`src/rtl/pipeline_hazard_ctrl.sv`:
```
// -----------------------------------------------------------------------------
// pipeline_hazard_ctrl
//
// Purpose:
//   Central sequencer for the four pipeline latches (fetch/decode,
//   decode/execute, execute/mem, mem/writeback) and the PC register of the
//   5-stage CPU. Every cycle it issues one pipe_state_t command per latch
//   (PIPE_ENABLE, PIPE_STALL, PIPE_NOP) and a PC enable, resolving I-cache
//   and D-cache waits, load-use hazards, taken branches/jumps and halt drain.
//   A small FSM (RUN, DWAIT, HALT_DRAIN, HALTED) tracks the multi-cycle
//   conditions. Latch commands and pc_en are combinational from the current
//   inputs and state; halt is registered.
//
// Optional feature (macro PIPE_HAZARD_PERF_EN):
//   Adds three saturating 32-bit performance counters: stall_cnt (load-use or
//   I-miss bubbles), flush_cnt (redirect flushes), dwait_cnt (D-cache wait
//   cycles). They clear on reset and freeze once the CPU is halted.
//
// Ports:
//   CLK          in   system clock, rising edge
//   nRST         in   synchronous active-low reset
//   ihit         in   instruction fetch completes this cycle
//   dhit         in   data access completes this cycle
//   dREN_mem     in   load in MEM stage
//   dWEN_mem     in   store in MEM stage
//   halt_mem     in   halt instruction in MEM stage
//   redirect_ex  in   taken branch/jump resolved in EX
//   dREN_ex      in   load in EX stage
//   wsel_ex      in   destination register of the EX instruction
//   rs_dec       in   rs source register of the DEC instruction
//   rt_dec       in   rt source register of the DEC instruction
//   use_rs_dec   in   DEC instruction reads rs
//   use_rt_dec   in   DEC instruction reads rt
//   fd_state     out  fetch/decode latch command
//   de_state     out  decode/execute latch command
//   em_state     out  execute/mem latch command
//   mw_state     out  mem/writeback latch command
//   pc_en        out  PC loads its next value
//   halt         out  CPU halted (registered)
//   stall_cnt    out  [PIPE_HAZARD_PERF_EN only] stall cycle counter
//   flush_cnt    out  [PIPE_HAZARD_PERF_EN only] flush cycle counter
//   dwait_cnt    out  [PIPE_HAZARD_PERF_EN only] D-wait cycle counter
// -----------------------------------------------------------------------------

package pipeline_hazard_ctrl_pkg;
  typedef enum logic [1:0] {
    PIPE_ENABLE = 2'd0,
    PIPE_STALL  = 2'd1,
    PIPE_NOP    = 2'd2
  } pipe_state_t;
endpackage

module pipeline_hazard_ctrl
  import pipeline_hazard_ctrl_pkg::*;
#(
  parameter int REG_W = 5
) (
  input  logic              CLK,
  input  logic              nRST,
  input  logic              ihit,
  input  logic              dhit,
  input  logic              dREN_mem,
  input  logic              dWEN_mem,
  input  logic              halt_mem,
  input  logic              redirect_ex,
  input  logic              dREN_ex,
  input  logic [REG_W-1:0]  wsel_ex,
  input  logic [REG_W-1:0]  rs_dec,
  input  logic [REG_W-1:0]  rt_dec,
  input  logic              use_rs_dec,
  input  logic              use_rt_dec,
  output pipe_state_t       fd_state,
  output pipe_state_t       de_state,
  output pipe_state_t       em_state,
  output pipe_state_t       mw_state,
  output logic              pc_en,
  output logic              halt
`ifdef PIPE_HAZARD_PERF_EN
  ,
  output logic [31:0]       stall_cnt,
  output logic [31:0]       flush_cnt,
  output logic [31:0]       dwait_cnt
`endif
);

  typedef enum logic [1:0] {
    RUN        = 2'd0,
    DWAIT      = 2'd1,
    HALT_DRAIN = 2'd2,
    HALTED     = 2'd3
  } fsm_t;

  fsm_t state_reg, state_next;
  logic halt_reg;

  logic dmem;
  logic dmiss;
  logic lu;

  assign dmem  = dREN_mem | dWEN_mem;
  // A data access that completes in the same cycle is not a stall.
  assign dmiss = dmem & ~dhit;

  // Load-use: a load in EX feeding a register the DEC instruction really
  // reads. Register 0 is hardwired, so a load targeting it never hazards.
  assign lu = dREN_ex & (wsel_ex != '0) &
              ((use_rs_dec & (wsel_ex == rs_dec)) |
               (use_rt_dec & (wsel_ex == rt_dec)));

  // ---------------------------------------------------------------------------
  // Command decode and next-state logic
  // ---------------------------------------------------------------------------
  always_comb begin
    state_next = state_reg;
    fd_state   = PIPE_NOP;
    de_state   = PIPE_NOP;
    em_state   = PIPE_NOP;
    mw_state   = PIPE_NOP;
    pc_en      = 1'b0;

    if (!nRST) begin
      // Reset forces bubbles everywhere regardless of the other inputs.
      state_next = RUN;
    end else begin
      case (state_reg)
        RUN, DWAIT: begin
          // DWAIT decodes exactly like RUN: the dhit cycle falls through to
          // the lower-priority rules, so a redirect held in EX during the
          // wait is serviced here unless a halt claims the cycle.
          if (dmiss) begin
            fd_state   = PIPE_STALL;
            de_state   = PIPE_STALL;
            em_state   = PIPE_STALL;
            mw_state   = PIPE_NOP;
            state_next = DWAIT;
          end else if (halt_mem) begin
            mw_state   = PIPE_ENABLE;
            state_next = HALT_DRAIN;
          end else if (redirect_ex) begin
            // Target is valid in the PC mux even if the fetch has not hit.
            em_state   = PIPE_ENABLE;
            mw_state   = PIPE_ENABLE;
            pc_en      = 1'b1;
            state_next = RUN;
          end else if (lu) begin
            fd_state   = PIPE_STALL;
            em_state   = PIPE_ENABLE;
            mw_state   = PIPE_ENABLE;
            state_next = RUN;
          end else if (!ihit) begin
            de_state   = PIPE_ENABLE;
            em_state   = PIPE_ENABLE;
            mw_state   = PIPE_ENABLE;
            state_next = RUN;
          end else begin
            fd_state   = PIPE_ENABLE;
            de_state   = PIPE_ENABLE;
            em_state   = PIPE_ENABLE;
            mw_state   = PIPE_ENABLE;
            pc_en      = 1'b1;
            state_next = RUN;
          end
        end
        HALT_DRAIN: begin
          fd_state   = PIPE_STALL;
          de_state   = PIPE_STALL;
          em_state   = PIPE_STALL;
          mw_state   = PIPE_STALL;
          state_next = HALTED;
        end
        HALTED: begin
          fd_state   = PIPE_STALL;
          de_state   = PIPE_STALL;
          em_state   = PIPE_STALL;
          mw_state   = PIPE_STALL;
          state_next = HALTED;
        end
        default: begin
          state_next = RUN;
        end
      endcase
    end
  end

  // ---------------------------------------------------------------------------
  // State register
  // ---------------------------------------------------------------------------
  always_ff @(posedge CLK) begin
    if (!nRST) begin
      state_reg <= RUN;
      halt_reg  <= 1'b0;
    end else begin
      state_reg <= state_next;
      // halt rises on the edge that leaves HALT_DRAIN and then sticks.
      if (state_reg == HALT_DRAIN) begin
        halt_reg <= 1'b1;
      end
    end
  end

  assign halt = halt_reg;

`ifdef PIPE_HAZARD_PERF_EN
  // ---------------------------------------------------------------------------
  // Performance counters
  // ---------------------------------------------------------------------------
  logic running;
  logic dwait_hit;
  logic flush_hit;
  logic stall_hit;

  logic [31:0] stall_cnt_reg;
  logic [31:0] flush_cnt_reg;
  logic [31:0] dwait_cnt_reg;

  // Only RUN/DWAIT evaluate the priority rules; drain and halted freeze.
  assign running   = nRST & ((state_reg == RUN) | (state_reg == DWAIT));
  assign dwait_hit = running & dmiss;
  assign flush_hit = running & ~dmiss & ~halt_mem & redirect_ex;
  assign stall_hit = running & ~dmiss & ~halt_mem & ~redirect_ex & (lu | ~ihit);

  always_ff @(posedge CLK) begin
    if (!nRST) begin
      stall_cnt_reg <= '0;
      flush_cnt_reg <= '0;
      dwait_cnt_reg <= '0;
    end else begin
      if (stall_hit && (stall_cnt_reg != 32'hFFFF_FFFF)) begin
        stall_cnt_reg <= stall_cnt_reg + 32'd1;
      end
      if (flush_hit && (flush_cnt_reg != 32'hFFFF_FFFF)) begin
        flush_cnt_reg <= flush_cnt_reg + 32'd1;
      end
      if (dwait_hit && (dwait_cnt_reg != 32'hFFFF_FFFF)) begin
        dwait_cnt_reg <= dwait_cnt_reg + 32'd1;
      end
    end
  end

  assign stall_cnt = stall_cnt_reg;
  assign flush_cnt = flush_cnt_reg;
  assign dwait_cnt = dwait_cnt_reg;
`endif

endmodule

```
`config.mk`:
```
export PLATFORM = sky130hd
export DESIGN_NAME = pipeline_hazard_ctrl
export DESIGN_NICKNAME = d
export VERILOG_FILES = /design/src/rtl/pipeline_hazard_ctrl.sv
export SDC_FILE = /design/constraint.sdc
export NUM_CORES = 1
export LEC_CHECK = 0
export BUFFER_PORTS_ARGS = -buffer_cell sky130_fd_sc_hd__buf_2
export CAP_MARGIN = 20
export CORE_AREA = 2 2 39 41
export CTS_CLUSTER_DIAMETER = 50
export CTS_CLUSTER_SIZE = 12
export DETAILED_ROUTE_END_ITERATION = 6
export DIE_AREA = 0 0 41 43
export GPL_TIMING_DRIVEN = 1
export PLACE_DENSITY = 0.72
export RECOVER_POWER = 100
export SLEW_MARGIN = 20
export SYNTH_ARGS = -nofsm -noshare
export SYNTH_HDL_FRONTEND = slang
export SYNTH_SLANG_ARGS = --single-unit
```
`constraint.sdc`:
```
create_clock -name CLK -period 1 [get_ports CLK]
set_input_delay 0.05 -clock CLK [delete_from_list [all_inputs] [get_ports CLK]]
set_output_delay 0.05 -clock CLK [all_outputs]
set_load 0.01 [all_outputs]
```
# [Word level (Yosys, flattened, before mapping)]
# Cells that the tools add are included.
[totals] reg_bits=3 latch_bits=0 ram_bits=0 mem_bits_ro=0 input_bits=26 output_inout_bits=10 elab_cells=47 memories=0
[classes] n_addsub=0 multipliers=0 div=0 n_lt_le_gt_ge=0 n_eq_ne=5 shifts=0 n_mux=28 bitwise_logic=8 reduce_logical=4
[op_table] cell="2-bit two-way mux" n=16
[op_table] cell="2-bit case mux with 2 select lines" n=5
[op_table] cell="5-bit == test" n=2
[op_table] cell="1-bit two-way mux" n=7
[op_table] cell="1-bit AND" n=5
[op_table] cell="5-bit nonzero test" n=1
[op_table] cell="2-bit == test (second input constant)" n=2
[op_table] cell="2-bit OR reduction" n=2
[op_table] cell="2-bit by 1-bit == test with 1-bit output (second input constant)" n=1
[op_table] cell="2-bit zero test" n=1
[op_table] cell="1-bit bitwise OR" n=2
[op_table] cell="1-bit inverter" n=1

# [Longest topological paths before layout]
# Gate-level depths: netlist of the first run.
[logic_depth] ltp_word=10 depth_mapped=5 depth_no_buf=5

# [Worst setup path after synthesis of the first run]
# OpenSTA, ideal clock, no wires.
[synth_timing] kind="reg-to-output" start="reg state_reg[1]" end="out de_state[1]" arrival_ns=1.102 required_time_ns=0.950 setup_slack_ns=-0.152 path_stages_with_launch=4 n_path_buf=0 path_cell_list="dfxtp_1 > o21ai_1 > inv_1 > o31ai_1"
[synth_via] elab_chain_cells=4 word_cells_on_any_way=8 cone_classes="eq/ne (3); mux (2); reduce/logical (3)"
[synth_rtl] item="start: declaration" line_no="93" rtl="fsm_t state_reg, state_next;"
[synth_rtl] item="start signal: assignment" line_no="193" rtl="state_reg <= state_next;"
[synth_rtl] item="2-bit == test, or another cell as far along" line_no="125" rtl="case (state_reg)"
[synth_rtl] item="2-bit OR reduction, on equally long branches"
[synth_rtl] item="2-bit case mux with 2 select lines *" line_no="125"
[synth_rtl] item="2-bit two-way mux *" line_no="121" rtl="if (!nRST) begin"
[synth_rtl] item="end: declaration" line_no="73" rtl="output pipe_state_t de_state,"
# Mark *: on every way between the ends. The rest lies on a longest branch, timed or not.

# [Final worst setup path of the first run]
[layout_timing] start="in rs_dec[2]" end="out pc_en"
[layout_via] elab_chain_cells=10
[layout_rtl] item="start: declaration" line_no="68" rtl="input logic [REG_W-1:0] rs_dec,"
[layout_rtl] item="5-bit == test" line_no="107" rtl="((use_rs_dec & (wsel_ex == rs_dec)) |"
[layout_rtl] item="1-bit AND" line_no="107"
[layout_rtl] item="1-bit bitwise OR" line_no="107"
[layout_rtl] item="1-bit AND" line_no="106" rtl="assign lu = dREN_ex & (wsel_ex != '0) &"
[layout_rtl] item="1-bit two-way mux" line_no="145" rtl="end else if (lu) begin"
[layout_rtl] item="1-bit two-way mux" line_no="139" rtl="end else if (redirect_ex) begin"
[layout_rtl] item="1-bit two-way mux" line_no="136" rtl="end else if (halt_mem) begin"
[layout_rtl] item="1-bit two-way mux" line_no="130" rtl="if (dmiss) begin"
[layout_rtl] item="1-bit two-way mux" line_no="125"
[layout_rtl] item="1-bit two-way mux" line_no="121"
[layout_rtl] item="end: declaration" line_no="76" rtl="output logic pc_en,"
# Every way passes these cells.

==> results.toml, run 1 <==
[synthesis]
synth_warnings = 0
netlist_area_um2 = 340
syn_area_per_cell_um2 = 7.91
synth_seq_cells = 3
synth.distinct_cells = 24
synthCells = 43
ys_seq_area_frac = 0.176
synth_fp_nets = 69

[power_and_ir_drop]
pwr-share-seq = 0.202
power.internal_uw = 465
total_switching_power_uw = 211
p_total_uw = 676
swShare = 0.311
ir_drop_mv = 0.499
pwr-share-comb = 0.486
power_density_mw_per_mm2 = 866
power.leakage_uw = 0.000377
power_frac_clock = 0.312

[sta]
drv_slew = 0
fin_skew_ps = 5.43
slew_headroom = 0.769
worst_pin_slew_ps = 346
fin_crit_sh = 1.34
finalSetupViolCount = 10
hold_ws_ps = 139
clock.fmax_ghz = 0.744
fin_crit_ps = 1340
setup_slack_ps = -345
finalHoldViolations = 0
rsz0062_at_grt = "true"

[cts]
cts.sinks = 3
cts_tree = "yes"
postCtsHoldBufs = 0
h-tree-depth = 1
cts.clk_slew.worst_paths_ps = 40
cts_buffers = 3
clockBufferDepth = 2
clk_latency_ps = 230
cts-root-buf = "clkbuf_4"

[layout]
largest_reg_flops = 2
final_nets = 118
syn_to_final_growth_pct = 129
fin_util = 0.564
fin_cells = 107
drive_gt1_frac = 0.681
n_antenna_cell = 0

[global_route]
grt_max_degree = 5
antenna_found_initial = 0
grt_pass1_wl_mm = 1.86
grt_pass1_vias = 470
grt-ovfl-total = 0
grt_usage = 0.154

[place]
place_worst_setup_slack_ps = -363
portBuffers = 35
gp_congestion = 0.681
dp.cells = 101
hpwlAfterDp_um = 930

[status]
violations = "setup timing"
outcome = "complete, but fails checks"

[floorplanning]
rows = 14
die_area_mm2 = 0.00176
start_util = 0.246
die-width_um = 41
design.core.area_mm2 = 0.00138
io_pins = 36
die_h_um = 43

[routing]
viasPerCell = 4.60
route.antenna.remaining_nets = 0
vias = 492
post_drt_wl_per_cell_um = 11.8
drc_errors = 0
drt-total-wl_mm = 1.26
drt_iter0_drc = 2
drtPass1Iterations = 2

[setup_path]
r2r_cells = 5
worstSetupEndpointType = "primary output"
cp.required_ps = 950
crit_path_start_kind = "input pin"
r2r-end = "state_reg[1]"
crit_path_max_fanout = 4
critPathArrivalTime_ps = 1290
r2r_start = "state_reg[1]"
crit_type = "in2out"
rrSetupSlack_ps = -10

[worst_hold_path]
hold_path.class = "in2reg"
min_from = "halt_mem"
hold_end = "state_reg[1]"
holdPathStages = 4

[run]
cap_violations = 0
cell families (layout without fill, tap and decap cells):
| kind of cell | Yosys count | in the layout | synth area share |
|---|---|---|---|
| buffers and inverters | 3 | 51 | 0.0441 |
| flip-flops | 3 | 3 | 0.176 |
| AND/OR/NAND/NOR | 17 | 17 | 0.294 |
| XOR/XNOR | 10 | 10 | 0.257 |
| AO/OA/AOI/OAI | 10 | 10 | 0.228 |
area by class of cell:
cell class	instances	area [um2]
multi-input combinational	37	344
sequential	3	60.1
timing repair buffer	45	323
fill	132	603
tap	16	20.0
clock buffer	4	26.3
inverter	2	7.51
per-layer routing:
layer / wire, um / track usage
met1: 397 / 0.134
met4: 0 / 0.0200
met3: 110 / 0.0314
met2: 755 / 0.322
met5: 0 / 0
stage by stage:
stage,cell area [um2],TNS (ps)
floorplan,378,-198
global placement,626,-1230
detailed placement,626,-1410
CTS,744,-1670
global route,781,-2680
finish,781,-1920
worst max-delay path by stage:
| stage | start | to | slack, ps | cells after the start |
|---|---|---|---|---|
| CTS | rs_dec[2] | pc_en | -340 | 6 |
| floorplan | wsel_ex[3] | fd_state[1] | -60 | 4 |
| detailed placement | wsel_ex[2] | fd_state[1] | -360 | 6 |
| global route | rs_dec[3] | pc_en | -460 | 6 |
| global placement | wsel_ex[3] | pc_en | -330 | 6 |
| finish | rs_dec[2] | pc_en | -340 | 6 |
what timing repair did:
action	CTS	global route
endpoints found under the setup margin	8	9
setup buffers	2	3
endpoints found under the hold margin	0	0
pin swaps	5	3
resized for setup	19	10
cells in the mapped netlist:
| cell | number | area, um2 |
|---|---|---|
| nor4_2 | 1 | 12.5 |
| o21a_1 | 1 | 7.51 |
| a32oi_1 | 1 | 8.76 |
| buf_4 | 1 | 7.51 |
| nand2b_1 | 1 | 6.26 |
| and2_1 | 2 | 12.5 |
| nor4_1 | 2 | 12.5 |
| and2_0 | 1 | 6.26 |
| o21ai_1 | 1 | 5.00 |
| nor2_1 | 4 | 15.0 |
| or2b_1 | 1 | 7.51 |
| a21oi_1 | 1 | 5.00 |
| or2_2 | 1 | 6.26 |
| nor2b_1 | 1 | 6.26 |
| o21ai_2 | 1 | 8.76 |
| nand2_1 | 2 | 7.51 |
| inv_1 | 2 | 7.51 |
| xor2_1 | 8 | 70.1 |
| xnor2_1 | 2 | 17.5 |
| dfxtp_1 | 3 | 60.1 |
| or4_1 | 1 | 7.51 |
| o31a_1 | 2 | 17.5 |
| o31ai_1 | 2 | 15.0 |
| o21ba_2 | 1 | 10.0 |
power groups by stage:
stage | Clock, uW | Combinational, uW | Sequential, uW
after detailed placement | 0 | 253 | 138
final | 211 | 329 | 136
after global placement | 0 | 245 | 137
after CTS | 220 | 303 | 135
after floorplan | 0 | 121 | 138
after global routing | 236 | 355 | 138
cells in the final DEF, fill, tap and decap left out, drive strengths merged, types with 2 or more instances in the layout:
cell type	count
and2	3
clkbuf	5
o21ai	2
nand2	2
xor2	8
o31ai	2
inv	2
o31a	2
nor4	3
xnor2	2
dfxtp	3
nor2	4
buf	44
critical path, stage by stage:
cell and delay, ps:
buf_6 100, xor2_2 170, nor4_2 270, a32oi_2 210
o31a_1 350, buf_2 140
(Power assumes the default switching activity.)
==> run 2: changes to the inputs <==
Settings changed: PLACE_DENSITY 0.72 to 0.7.
Clock period 1 ns to 1.5 ns, I/O delays scaled along.
==> run 2 against run 1 <==
  * The run now ends clean
  * Cell area shrank 29%
  * Hold slack lost 68 ps
  * Clock power down 31%
  * Total power is 45% lower
  * Global-route usage shrank 3.0 points
  * Combinational power decreased by 59%
  * Core utilization decreased by 17 points
  * Clock skew is 3.7 ps lower
  * Sequential cell count is the same
  * First-iteration DRC count grew to 3.5 times the previous value
  * Routed wire length is 20% lower
  * Highest routed layer unchanged
==> results.toml, run 2 (same netlist as run 1, synthesis figures left out) <==
[place]
portBuffers = 35
place_worst_setup_slack_ps = 104
hpwlAfterDp_um = 867
placed_cell_area_um2 = 536
gp_congestion = 0.674

[routing]
drt_iter0_drc = 7
vias = 452
drtPass1Iterations = 3
drc_errors = 0
post_drt_wl_per_cell_um = 10.3
drt-total-wl_mm = 1.01
route.antenna.remaining_nets = 0
viasPerCell = 4.61

[layout]
syn_to_final_growth_pct = 62.1
final_cell_mix = "buf_2, xor2_1, clkbuf_1, nor2_1"
n_antenna_cell = 0
final_area_um2 = 552
drive_gt1_frac = 0.451
final_common_cell = "buf_2"
n_fill_cell = 160
largest_reg_flops = 2
final_nets = 109

[cts]
cts.sinks = 3
cts.clk_slew.worst_paths_ps = 40
h-tree-depth = 1
cts-root-buf = "clkbuf_4"
clockBufferDepth = 2
cts_buffers = 3
cts_resized = 0
postCtsHoldBufs = 0
cts_setup_buffers = 0
clk_latency_ps = 240
cts_tree = "yes"

[global_route]
grt_usage = 0.124
grt_pass1_wl_mm = 1.52
grt-ovfl-total = 0
antenna_found_initial = 0
grt_pass1_vias = 413
grt_max_degree = 7

[sta]
worst_pin_slew_ps = 361
fin_crit_sh = 0.941
tns_ps = 0
drv_slew = 0
fin_skew_ps = 1.74
fin_crit_ps = 1410
finalHoldViolations = 0
clock.fmax_ghz = 0.708
finalSetupViolCount = 0
setup_slack_ps = 87.9
slew_headroom = 0.760
rsz0062_at_grt = "false"

[run]
cap_violations = 0

[setup_path]
cp.required_ps = 1420
crit_chain = "clkbuf_2 > xor2_1 > nor4_2 > a32oi_1 > o31ai_1 > clkbuf_2"
crit_path_max_fanout = 4
slowest_delay_ps = 300
crit_start = "wsel_ex[3]"
worstSetupEndpointType = "primary output"
rrSetupSlack_ps = 660
path_common_cell = "clkbuf_2"
crit_type = "in2out"
critPathArrivalTime_ps = 1340
crit_path_start_kind = "input pin"
r2r_start = "state_reg[1]"
cp_slowest_cell = "nor4_2"

[floorplanning]
start_util = 0.246
design.core.area_mm2 = 0.00138
io_pins = 36
die-width_um = 41
die_h_um = 43
rows = 14
die_area_mm2 = 0.00176

[power_and_ir_drop]
power.leakage_uw = 0.000274
ir_drop_mv = 0.147
power_density_mw_per_mm2 = 672

[worst_hold_path]
hold_path.class = "in2reg"
min_from = "halt_mem"

[status]
outcome = "finished clean"
## run 2: changes by cell type in the layout (fill, tap and decap cells not counted), sizes merged
| cell | delta |
|---|---|
| clkbuf | +8 |
| buf | -17 |
## run 2: layout make-up
type	count	area (um2)	area share
clock buffers	4	26.3	0.0476
inverters	2	7.51	0.0136
multi-input cells	37	265	0.481
flip-flops and latches	3	60.1	0.109
well taps	16	20.0	0.0363
repair buffers	36	173	0.313
## run 2: per-stage QoR
stage | std cells | hold WS [ps] | power [uW] | util
floorplan | 43 | 191 | 162 | -
global route | 98 | 103 | 400 | 0.399
CTS | 98 | 62.8 | 384 | 0.406
detailed placement | 94 | 302 | 232 | 0.387
finish | 98 | 71.0 | 371 | 0.399
global placement | 94 | 296 | 228 | 0.387
## run 2: final timing paths
check / endpoint / cells after the start
max reg2reg: state_reg[0] / 3
min: state_reg[1] / 3
max: fd_state[0] / 6
min reg2reg: halt / 1
## run 2: metal layers
metal  global-route usage  vias to the layer above  part of all wire
met5                    0                        -                 0
met2                0.213                       31              0.49
met4               0.0800                        0                 0
met1                0.130                      191              0.37
met3               0.0157                        0              0.14
li1                     -                      230                 -
## run 2: power breakdown
part | switching, uW | total, uW | leakage [uW] | internal, uW
Combinational | 67.5 | 135 | 0.000234 | 67.3
Clock | 45.5 | 145 | 0.0000150 | 99.9
Sequential | 4.03 | 90.5 | 0.0000249 | 86.5
## run 2: worst max-delay path, delay by kind of cell
family / cells / cell delay [ps]
compound gates: 2 / 490
buf+inv: 2 / 300
simple gates: 1 / 300
xor+xnor: 1 / 170
==> run 3: changes to the inputs <==
Settings changed: MAX_ROUTING_LAYER from default to met4.
==> run 3 against run 2 <==
  * Sequential share of layout area did not move
  * Core utilization stayed put
  * Sequential power about the same
  * Critical endpoint unchanged
  * Routed wire length hardly changed
  * Sequential cell count did not move
  * First-iteration DRC count did not move
  * Clock power barely moved
==> results.toml, run 3 (same netlist as run 1, synthesis figures left out) <==
[global_route]
grt_max_degree = 7
antenna_found_initial = 0
grt_pass1_vias = 411
grt_pass1_wl_mm = 1.52
grt_usage = 0.127
grt-ovfl-total = 0

[setup_path]
crit_path_max_fanout = 4
slowest_delay_ps = 300
path_common_cell = "clkbuf_2"
cp.required_ps = 1420
rrSetupSlack_ps = 660
critPathArrivalTime_ps = 1330
crit_chain = "clkbuf_2 > xor2_1 > nor4_2 > a32oi_1 > o31ai_1 > clkbuf_2"
worstSetupEndpointType = "primary output"
cp_slowest_cell = "nor4_2"
crit_path_start_kind = "input pin"
crit_type = "in2out"

[layout]
n_antenna_cell = 0
seqCellArea_um2 = 60.1
n_fill_cell = 160
fin_util = 0.399
final_area_um2 = 552
largest_reg_flops = 2
final_cell_mix = "buf_2, xor2_1, clkbuf_1, nor2_1"
syn_to_final_growth_pct = 62.1
final_nets = 109
multi_input_area_um2 = 265
drive_gt1_frac = 0.451
fin_cells = 98
final_common_cell = "buf_2"

[cts]
h-tree-depth = 1
cts_buffers = 3
cts.clk_slew.worst_paths_ps = 40
postCtsHoldBufs = 0
clockBufferDepth = 2
cts_setup_buffers = 0
cts-root-buf = "clkbuf_4"
cts_resized = 0
cts_tree = "yes"
clk_latency_ps = 240
cts.sinks = 3

[sta]
slew_headroom = 0.767
tns_ps = 0
clock.fmax_ghz = 0.710
rsz0062_at_grt = "false"
worst_pin_slew_ps = 349
finalHoldViolations = 0
finalSetupViolCount = 0
fin_skew_ps = 1.74
fin_crit_ps = 1410
drv_slew = 0
fin_crit_sh = 0.939

[floorplanning]
rows = 14
die_h_um = 43
start_util = 0.246
die_area_mm2 = 0.00176
design.core.area_mm2 = 0.00138
die-width_um = 41
io_pins = 36

[power_and_ir_drop]
power.leakage_uw = 0.000274
total_switching_power_uw = 117
pwr-share-comb = 0.364
pwr-share-seq = 0.244
swShare = 0.316
power_frac_clock = 0.392
ir_drop_mv = 0.147
power.internal_uw = 254
power_density_mw_per_mm2 = 672

[routing]
drt_iter0_drc = 7
post_drt_wl_per_cell_um = 10.4
drc_errors = 0
vias = 453
drt-total-wl_mm = 1.02
drtPass1Iterations = 3
route.antenna.remaining_nets = 0
viasPerCell = 4.62

[place]
dp.cells = 94
portBuffers = 35
gp_congestion = 0.680
placed_cell_area_um2 = 536
hpwlAfterDp_um = 867

[worst_hold_path]
hold_path.class = "in2reg"

[status]
outcome = "finished clean"

[run]
cap_violations = 0
==> run 3: power groups by stage <==
stage	Combinational (uW)	Clock, uW	Sequential, uW
floorplan	69.9	0	91.8
global placement	137	0	91.3
detailed placement	140	0	91.7
CTS	141	153	90.4
global route	150	159	91.3
finish	135	145	90.5
==> run 3: final timing paths <==
path	startpoint	endpoint	cells after the start
worst max register to register	state_reg[1]	state_reg[0]	3
worst min-delay path	halt_mem	state_reg[1]	3
worst max-delay path	wsel_ex[3]	fd_state[0]	6
worst min register to register	halt	halt	1
==> run 3: cell type report <==
cell class | count | area share
Tap cell | 16 | 0.0363
Timing Repair Buffer | 36 | 0.313
Sequential cell | 3 | 0.109
Multi-Input combinational cell | 37 | 0.481
Clock buffer | 4 | 0.0476
Inverter | 2 | 0.0136
==> run 3: per-stage QoR <==
step	hold WS [ps]	total power (uW)	worst slack [ps]
6_report	71.0	371	91.7
5_1_grt	103	400	18.3
4_1_cts	62.8	384	104
3_5_place_dp	302	232	104
3_3_place_gp	296	228	148
2_1_floorplan	191	162	323
==> run 3: critical path: cells and delay by family <==
kind            cells  cell delay, ps
simple gates        1             300
xor+xnor            1             170
compound gates      2             490
buf+inv             2             300
==> run 3: routing by layer <==
layer,track usage,part of all wire
met5,-,0
met2,0.213,0.49
met1,0.140,0.39
met3,0,0.12
met4,0.0800,0
